### config.mk
export PLATFORM = sky130hd
export DESIGN_NAME = product_accumulator
export DESIGN_NICKNAME = d
export VERILOG_FILES = /design/src/rtl/product_accumulator.sv
export SDC_FILE = /design/constraint.sdc
export NUM_CORES = 1
export LEC_CHECK = 0
export BUFFER_PORTS_ARGS = -buffer_cell sky130_fd_sc_hd__buf_2
export CAP_MARGIN = 25
export CORE_MARGIN = 5
export CORE_UTILIZATION = 54
export DETAILED_ROUTE_END_ITERATION = 7
export PLACE_DENSITY = 0.77
export SYNTH_ARGS = -nofsm -noshare
export SYNTH_HDL_FRONTEND = slang
export SYNTH_SLANG_ARGS = --single-unit
### constraint.sdc
create_clock -name clk -period 3.2 [get_ports clk]
set_input_delay 0.32 -clock clk [delete_from_list [all_inputs] [get_ports clk]]
set_output_delay 0.32 -clock clk [all_outputs]
set_load 0.1 [all_outputs]
### src/rtl/product_accumulator.sv
// product_accumulator: sums a run of `len` unsigned 16-bit products into an
// ACC_W-bit accumulator, then presents the result with a valid/ready handshake.
// Optional build macro PRODUCT_ACCUMULATOR_SATURATE_EN: when defined, an add
// that carries out clamps the accumulator to all-ones instead of wrapping.
module product_accumulator #(
   parameter int ACC_W = 20
) (
   input  logic             clk,
   input  logic             rst,
   input  logic             start,
   input  logic [3:0]       len,
   input  logic [15:0]      product,
   input  logic             in_valid,
   output logic             in_ready,
   output logic [ACC_W-1:0] sum,
   output logic             sum_valid,
   input  logic             sum_ready,
   output logic             busy,
   output logic             ovf
);

   typedef enum logic [1:0] {
      IDLE = 2'd0,
      ACC  = 2'd1,
      DONE = 2'd2
   } state_t;

   state_t           state_r;
   logic [ACC_W-1:0] acc_r;
   logic [3:0]       remaining_r;
   logic             ovf_r;
   logic             in_ready_r;
   logic             sum_valid_r;
   logic             busy_r;

   logic [ACC_W:0]   add_s;
   logic [ACC_W-1:0] acc_next_s;

   // Accumulator plus zero-extended product, with the carry kept in the top bit.
   function automatic logic [ACC_W:0] add_ext(input logic [ACC_W-1:0] a,
                                              input logic [15:0]      p);
      add_ext = {1'b0, a} + {{(ACC_W-15){1'b0}}, p};
   endfunction

   // Reduce the widened sum back to ACC_W bits, clamping or wrapping on carry.
   function automatic logic [ACC_W-1:0] fold(input logic [ACC_W:0] s);
`ifdef PRODUCT_ACCUMULATOR_SATURATE_EN
      if (s[ACC_W]) begin
         fold = {ACC_W{1'b1}};
      end else begin
         fold = s[ACC_W-1:0];
      end
`else
      fold = s[ACC_W-1:0];
`endif
   endfunction

   // Datapath for one transfer: next accumulator value and its carry.
   always_comb begin
      add_s      = add_ext(acc_r, product);
      acc_next_s = fold(add_s);
   end

   // Control FSM with registered handshake/status flags and accumulator state.
   always_ff @(posedge clk) begin
      if (rst) begin
         state_r     <= IDLE;
         acc_r       <= {ACC_W{1'b0}};
         remaining_r <= 4'd0;
         ovf_r       <= 1'b0;
         in_ready_r  <= 1'b0;
         sum_valid_r <= 1'b0;
         busy_r      <= 1'b0;
      end else begin
         case (state_r)
            IDLE: begin
               if (start) begin
                  acc_r       <= {ACC_W{1'b0}};
                  ovf_r       <= 1'b0;
                  remaining_r <= len;
                  busy_r      <= 1'b1;
                  if (len != 4'd0) begin
                     state_r    <= ACC;
                     in_ready_r <= 1'b1;
                  end else begin
                     // Empty run: report a zero sum straight away.
                     state_r     <= DONE;
                     sum_valid_r <= 1'b1;
                  end
               end
            end
            ACC: begin
               // in_ready is high throughout ACC, so in_valid alone marks a transfer.
               if (in_valid) begin
                  acc_r       <= acc_next_s;
                  ovf_r       <= ovf_r | add_s[ACC_W];
                  remaining_r <= remaining_r - 4'd1;
                  if (remaining_r == 4'd1) begin
                     state_r     <= DONE;
                     in_ready_r  <= 1'b0;
                     sum_valid_r <= 1'b1;
                  end
               end
            end
            DONE: begin
               // start is not looked at here, so a start overlapping the
               // handshake does not launch a run.
               if (sum_ready) begin
                  state_r     <= IDLE;
                  sum_valid_r <= 1'b0;
                  busy_r      <= 1'b0;
               end
            end
            default: begin
               state_r     <= IDLE;
               in_ready_r  <= 1'b0;
               sum_valid_r <= 1'b0;
               busy_r      <= 1'b0;
            end
         endcase
      end
   end

   assign in_ready  = in_ready_r;
   assign sum       = acc_r;
   assign sum_valid = sum_valid_r;
   assign busy      = busy_r;
   assign ovf       = ovf_r;

endmodule

== Word level (Yosys, flattened, before mapping) ==
Cells that the tools add are included.
Word-level totals
  bits of input ports: 25
  word-level logic and storage cells: 57
  memories: 0
  RAM bits: 0
  memory bits (read-only): 0
  register bits: 30
  output and inout bits: 24
  bits in latches: 0
Operators by class
  shifts and indexed selects: 0
  bitwise logic cells: 3
  reductions and logical operators: 8
  add/subtract/negate cells: 2
  order comparisons: 0
  eq/ne operators: 9
  mux-type cells: 28
  divide/modulo/power cells: 0
  multipliers: 0
Operators with widths (number)
  $mux W20: 2
  $pmux W20 S2: 1
  $add A20 B16 Y21: 1
  $mux W1: 12
  $ne A2 B2 Y1 const B: 6
  $mux W2: 5
  $reduce_and A5 Y1: 2
  $pmux W1 S3: 3
  $mux W4: 2
  $pmux W4 S2: 1
  $pmux W2 S3: 1
  $reduce_and A3 Y1: 2
  $eq A4 B1 Y1 const B: 1
  $reduce_and A4 Y1: 1
  $reduce_bool A4 Y1: 1
  $sub A4 B1 Y4 const B: 1
  $eq A2 B1 Y1 const B: 1
  $eq A2 B2 Y1 const B: 1
  $logic_not A2 Y1: 1
  $not A1 Y1: 2
  $pmux W1 S2: 1
  $reduce_bool A2 Y1: 1
  $or A1 B1 Y1: 1

== Logic depth before layout (Yosys ltp) ==
Gate-level depths: netlist of the first run.
  depth after elaboration: 4
  mapped depth: 8
  depth with buffers taken out: 8

== Least setup slack after synthesis of the first run ==
Ideal clock, no wire load.
  path type: register to register
  from: register acc_r[0], in the netlist sum[0]
  to: register acc_r[18], in the netlist sum[18]
  stages on the path, launching flop included: 9
  setup slack: 0.417 ns
  clock period less this slack: 2.783 ns
  setup time: 0.121 ns
  required time: 3.079 ns
  path buffers: 0
  data arrival time: 2.662 ns
  path through: dfxtp_1 -> ha_1 -> fa_1 -> a211oi_1 -> o21ai_2 -> nand3b_1 -> a31oi_1 -> o2111ai_1 -> mux2_2
On the way
  longest elaborated chain between the ends: 3
RTL lines
  from (decl): RTL line 29  | logic [ACC_W-1:0] acc_r;
  from (signal assigned): RTL line 68  | acc_r <= {ACC_W{1'b0}};
  from (signal assigned): RTL line 78  | acc_r <= {ACC_W{1'b0}};
  from (signal assigned): RTL line 95  | acc_r <= acc_next_s;
  $add A20 B16 Y21: RTL line 42  | add_ext = {1'b0, a} + {{(ACC_W-15){1'b0}}, p};
  $mux W20: RTL line 94  | if (in_valid) begin
  $pmux W20 S2: RTL line 75  | case (state_r)
Every way passes these cells. The select of a mux whose other input is x is not followed.
A chain may end at the register's enable or synchronous reset.

== Worst setup path in the final report of the first run ==
Ends and elaborated chain as after synthesis.

==> impl_metrics.ini, run 1 <==
[status]
outcome = finished clean

[sta]
period_minus_slack_ns = 2.48
tns_ns = 0
relSlewSlack = 0.550
layout_setup_ws_ns = 0.723
fmax_mhz = 404
hold_viol_final = 0
fin_crit_sh = 0.774
clock_skew_ns = 0.00807
worst_pin_slew_ns = 0.672
setup_viol = 0
drv_slew = 0
rsz0062_at_grt = false

[setup_path]
worst-r2r-cell-count = 8
path_max_fanout = 4
slowest_delay_ns = 0.43
path_buf_inv = 0
slowest_stage = fa_1
crit_chain = ha_1 > fa_1 > a211oi_1 > o21ai_2 > nand3b_1 > a31oi_1 > o2111ai_1 > mux2_2
crit_family = compound AO/OA/AOI/OAI gates
crit_type = reg2reg
r2r_start = sum[0]
critical_path_required_ns = 3.37
start_kind = register
r2r_slack_ns = 0.72
worst_ep_arrival_time_ns = 2.65
rr_endpoint = sum[18]
cp-end-kind = register

[clock_tree]
cts_hold_buf = 0
clk_path_buf_depth = 2
clock_sinks = 30
cts_tree = yes
path_clk_slew_ns = 0.07
clkLatencyLatePin_ns = 0.28
cts_resized = 0
numCtsBuffers = 5
cts_root_buffer = clkbuf_8
postCtsSetupBuffers = 0
htreeDepth = 2

[power]
irDropWorstVdd_mv = 0.280
power_density_nw_per_um2 = 522
finalPower_mw = 1.28
p_leak_nw = 1.12

[route]
vias = 2108
ant_nets = 0
remaining_drc_errors = 0
first_pass_iters = 4
routed_wl_um = 5110
wl_per_cell_um = 14.2
avgViaCountPerCell = 5.86
drtIter0Drc = 171

[placement]
dp_hpwl_um = 3880
pre_cts_slack_ns = 0.597
gp_congestion = 0.856
port_buffers = 48

[global_routing]
grt_start_max_net_pins = 22
grt_usage = 0.202
grt_pass1_vias = 2008
antenna_found_initial = 0
grt_pass1_wl_um = 8640
grt-ovfl-total = 0

[yosys]
netlist.area_leader.share = 0.285
ys_seq_area_frac = 0.285
yosys-top-cells-area = dfxtp_1, ha_1, a21oi_1, nand2_1, nor2_1
synthDistinctLibCells = 53
async_flop_share = 0
synth_fp_nets = 311
ys_seq_elements = 30
synth_edf_count = 0
ys_top_cells_by_count = dfxtp_1, nand2_1, a21oi_1
yosysWarnings = 0
synth_ff_type = dfxtp_1
yosysTopAreaCell = dfxtp_1
synthesis.area_um2 = 2110
syn-instance-count = 267
avgSynthCellArea_um2 = 7.91

[die]
die_y_um = 72.5
pin_count = 49
die_w_um = 72.5
rows = 22
core_area_um2 = 3720
start_util = 0.568
dieArea_um2 = 5260

[layout]
drive_gt1_frac = 0.205
final_nets = 356
diodes = 0
syn2layout_area_growth_pct = 16.1

[worst_hold_path]
hp-start = len[3]
min_to = remaining_r[3]
holdCritPathClass = in2reg
hold_depth = 3

[flow_run]
cap_viol_max_count = 0
[how the worst max path moves through the flow]
stage               slack (ns)  cells after the start        from       to
floorplan                 0.42                      8      sum[0]  sum[18]
global placement          0.69                      9  product[0]  sum[18]
detailed placement        0.60                      9  product[0]  sum[18]
CTS                       0.72                      8      sum[0]  sum[18]
global route              0.58                      8      sum[0]  sum[18]
finish                    0.72                      8      sum[0]  sum[18]
[metal layers]
metal | GRT usage | part of all wire | up-vias
li1 | - | - | 1076
met1 | 0.266 | 0.46 | 966
met3 | 0.0457 | 0.056 | 6
met2 | 0.329 | 0.47 | 60
met5 | 0 | 0 | -
met4 | 0.0615 | 0.011 | 0
[cell type report]
type	instances	area, um2
Tap cell	48	60.1
Timing Repair Buffer	50	255
Clock inverter	2	10.0
Multi-Input combinational cell	217	1430
Fill cell	357	1270
Sequential cell	30	601
Clock buffer	5	68.8
Inverter	8	30.0
[worst reg2reg max path, delay by kind of cell, from the launching register on]
kind	cells	cell delay, ns
AOI/OAI and AO/OA	4	0.90
adders and majority gates	2	0.63
muxes	1	0.35
DFF	1	0.32
and+or+nand+nor	1	0.17
[state kept, by name (all words and copies together) (netlist names)]
name	count
sum	20
remaining_r	4
state_r	2
busy	1
in_ready	1
ovf	1
sum_valid	1
[cell usage in the layout (no fill, tap or decap), types with 3 or more instances in the layout]
master and count:
nor2_1 23, xor2_1 3, a21o_1 6, nand3b_1 4, mux2i_1 4, and2_1 3
inv_1 8, o21ai_0 12, nor3_1 5, buf_2 48, o211ai_1 6, a211oi_1 5
nand2_1 30, a22oi_1 5, a21oi_1 25, clkbuf_8 5, a31oi_1 6, o2111ai_1 4
or3_1 6, nand2b_1 4, xnor2_1 4, ha_1 18, dfxtp_1 30, nand3_1 10
[through the flow]
step	util	hold slack (ns)	cell area [um2]	instances
2_1_floorplan	-	0.445	2110	267
3_3_place_gp	0.638	0.434	2370	353
5_1_grt	0.659	0.427	2450	360
6_report	0.659	0.405	2450	360
3_5_place_dp	0.638	0.440	2370	353
4_1_cts	0.659	0.400	2450	360
[report_power, final]
| part | switching [mW] | internal [mW] |
|---|---|---|
| Sequential | 0.0330 | 0.410 |
| Clock | 0.142 | 0.146 |
| Combinational | 0.394 | 0.153 |
| Total | 0.569 | 0.708 |
[cells by family after synthesis]
family,Yosys count,synth area share
buffers and inverters,20,0.0403
xor gates and xnor gates,7,0.0290
AOI/OAI and AO/OA,86,0.269
DFF,30,0.285
muxes,5,0.0243
adders and majority gates,19,0.116
and+or+nand+nor,100,0.237
No activity file was read; power rests on OpenSTA's default activity.
==> run 2: changes to the inputs <==
ABC_AREA = 1   (was not set)
CORE_UTILIZATION = 56   (was 54)
PLACE_DENSITY = 0.78   (was 0.77)
clock period = 2.5 ns   (was 3.2 ns; I/O delays follow)
==> run 2 against run 1 <==
Final area increased by 16%; via count grew 25%; setup slack got worse by 0.13 ns; sequential share of layout area fell by 3.4 points; global-route usage increased by 2.2 points; sequential power grew 47%; register-to-register slack lost 0.13 ns; critical path depth up 1; wire length up 23%; power increased by 91%; sequential cell count is the same; fmax grew 30%; critical path type unchanged; critical endpoint is now sum[6]; largest cell class unchanged; largest power group unchanged.
==> impl_metrics.ini, run 2 <==
[sta]
drv_slew = 0
clock_skew_ns = 0.00672
setup_viol = 0
timing.hold.ws_ns = 0.248
period_minus_slack_ns = 1.90
fin_crit_sh = 0.762
relSlewSlack = 0.648
tns_ns = 0
worst_pin_slew_ns = 0.528
hold_viol_final = 0
rsz0062_at_grt = false
fmax_mhz = 525

[worst_hold_path]
holdCritPathClass = in2reg
hp-start = len[0]
hold_depth = 3
min_to = remaining_r[0]

[clock_tree]
cts_resized = 0
htreeDepth = 2
cts_tree = yes
cts_root_buffer = clkbuf_8
clk_path_buf_depth = 2
clock_sinks = 30
numCtsBuffers = 5
clkLatencyLatePin_ns = 0.29
path_clk_slew_ns = 0.07
cts_hold_buf = 0
postCtsSetupBuffers = 0

[yosys]
synthAdderAreaFrac = 0.0982
ys_seq_elements = 30
avgSynthCellArea_um2 = 6.12
synth_edf_count = 0
yosysMostFrequentCell = nand2_1
yosysWarnings = 0
yosysTopAreaCell = dfxtp_1
synth_ff_type = dfxtp_1
synthMuxAreaShare = 0
synthesis.area_um2 = 2500
synthSimpleGateAreaFrac = 0.420
synth_xor_area_frac = 0.00701
synth_fp_nets = 452
synthDistinctLibCells = 36
synth_top_family_by_area = simple AND/OR/NAND/NOR gates
async_flop_share = 0
netlist.area_leader.share = 0.240
ys_top_cells_by_count = nand2_1, inv_1, a21oi_1
synth_compound_area_frac = 0.124
syn-instance-count = 408
yosys-top-cells-area = dfxtp_1, nand2_1, ha_1, inv_1, a21oi_1
ys_seq_area_frac = 0.240

[die]
dieArea_um2 = 5900
rows = 24
core_area_um2 = 4350
die_w_um = 76.8
start_util = 0.574
pin_count = 49
die_y_um = 76.8

[setup_path]
cp-end-kind = register
critical_path_required_ns = 2.66
crit_chain = ha_1 > fa_1 > nand2_1 > nand3_2 > nand3_1 > nand2_1 > or2_2 > nand3_1 > a21oi_1
worst_ep_arrival_time_ns = 2.06
r2r_slack_ns = 0.60
rr_endpoint = sum[6]
slowest_stage = fa_1
crit_type = reg2reg
path_max_fanout = 4
worst-r2r-cell-count = 9
slowest_delay_ns = 0.44
r2r_start = sum[0]
startpoint = sum[0]
start_kind = register

[global_routing]
grtUsageMet2 = 0.357
grtUsageMet3 = 0.0480
gr-max-usage-layer = met2
grt_pass1_wl_um = 11100
grt_start_max_net_pins = 24
grt_usage = 0.224
antenna_found_initial = 0
grt_pass1_vias = 2488
grt-ovfl-total = 0
use_met1 = 0.297

[power]
p_leak_nw = 1.53
irDropWorstVdd_mv = 0.615
seqPwrFrac = 0.267
p_clk_frac = 0.156
p_sw_mw = 1.32
combPwrFrac = 0.577
power_density_nw_per_um2 = 857
power_switching_share = 0.539
p_int_mw = 1.13

[layout]
regArea_um2 = 601
finish.instance_area_um2 = 2850
drive_gt1_frac = 0.179
syn2layout_area_growth_pct = 14.0
final_common_cell = nand2_1
final_nets = 502
fin_cells = 510
multiInputGateArea_um2 = 1620
largest_reg_flops = 20
fill_cells = 433
fin_util = 0.654
diodes = 0
final_cell_mix = nand2_1, inv_1, buf_2

[route]
ant_nets = 0
routed_wl_um = 6290
avgViaCountPerCell = 5.16
wl_per_cell_um = 12.3
remaining_drc_errors = 0
vias = 2633
first_pass_iters = 4
drtIter0Drc = 143

[flow_run]
cap_viol_max_count = 0

[placement]
gp_congestion = 0.921
port_buffers = 48
dp_hpwl_um = 4880
dpl_cell_area_um2 = 2770
placed_cells = 503

[status]
outcome = finished clean
## run 2: changes by cell type after synthesis, moves of 8 or more
cell	previous run	this run
inv_1	8	59
nand2_2	0	8
nand2_1	30	142
nand3_1	10	27
## run 2: worst max path at each step
stage / slack, ns / to
2_1_floorplan: 0.19 / sum[16]
3_3_place_gp: 0.59 / sum[6]
3_5_place_dp: 0.54 / sum[6]
4_1_cts: 0.60 / sum[6]
5_1_grt: 0.46 / sum[16]
6_report: 0.60 / sum[6]
## run 2: cells by family (layout without fill, tap and decap cells)
| family | count (synthesis) | in the layout |
|---|---|---|
| AO/OA/AOI/OAI | 52 | 52 |
| XOR/XNOR | 2 | 2 |
| adder cells (fa/ha/maj) | 19 | 19 |
| buffers and inverters | 68 | 118 |
| flip-flops | 30 | 30 |
| AND/OR/NAND/NOR | 237 | 237 |
## run 2: through the flow
stage / total power, mW / setup WS, ns
after floorplan: 1.83 / 0.190
after global placement: 2.04 / 0.593
after detailed placement: 2.06 / 0.540
after CTS: 2.45 / 0.601
after global routing: 2.64 / 0.465
final: 2.44 / 0.596
## run 2: power by group through the flow
stage | registers, mW | clock network (mW) | logic [mW]
2_1_floorplan | 1.05 | 0 | 0.780
3_3_place_gp | 0.658 | 0 | 1.38
3_5_place_dp | 0.660 | 0 | 1.40
4_1_cts | 0.651 | 0.394 | 1.40
5_1_grt | 0.668 | 0.417 | 1.55
6_report | 0.652 | 0.382 | 1.41
## run 2: metal layers
layer / share of wire / up-vias / wire [um]
met4: 0.020 / 0 / 127
met2: 0.45 / 78 / 2820
met5: 0 / - / 0
li1: - / 1389 / -
met3: 0.065 / 15 / 410
met1: 0.47 / 1151 / 2940
## run 2: layout make-up
type	instances	area share
multi-input cells	310	0.570
flip-flops and latches	30	0.211
repair buffers	49	0.0870
inverters	62	0.0818
clock buffers	5	0.0242
well taps	52	0.0229
clock inverters	2	0.00352
## run 2: worst max-delay path, delay by kind of cell, from the launching register on
family,cells,cell delay [ns]
and+or+nand+nor,6,0.72
AOI/OAI and AO/OA,1,0.06
DFF,1,0.32
adders and majority gates,2,0.66
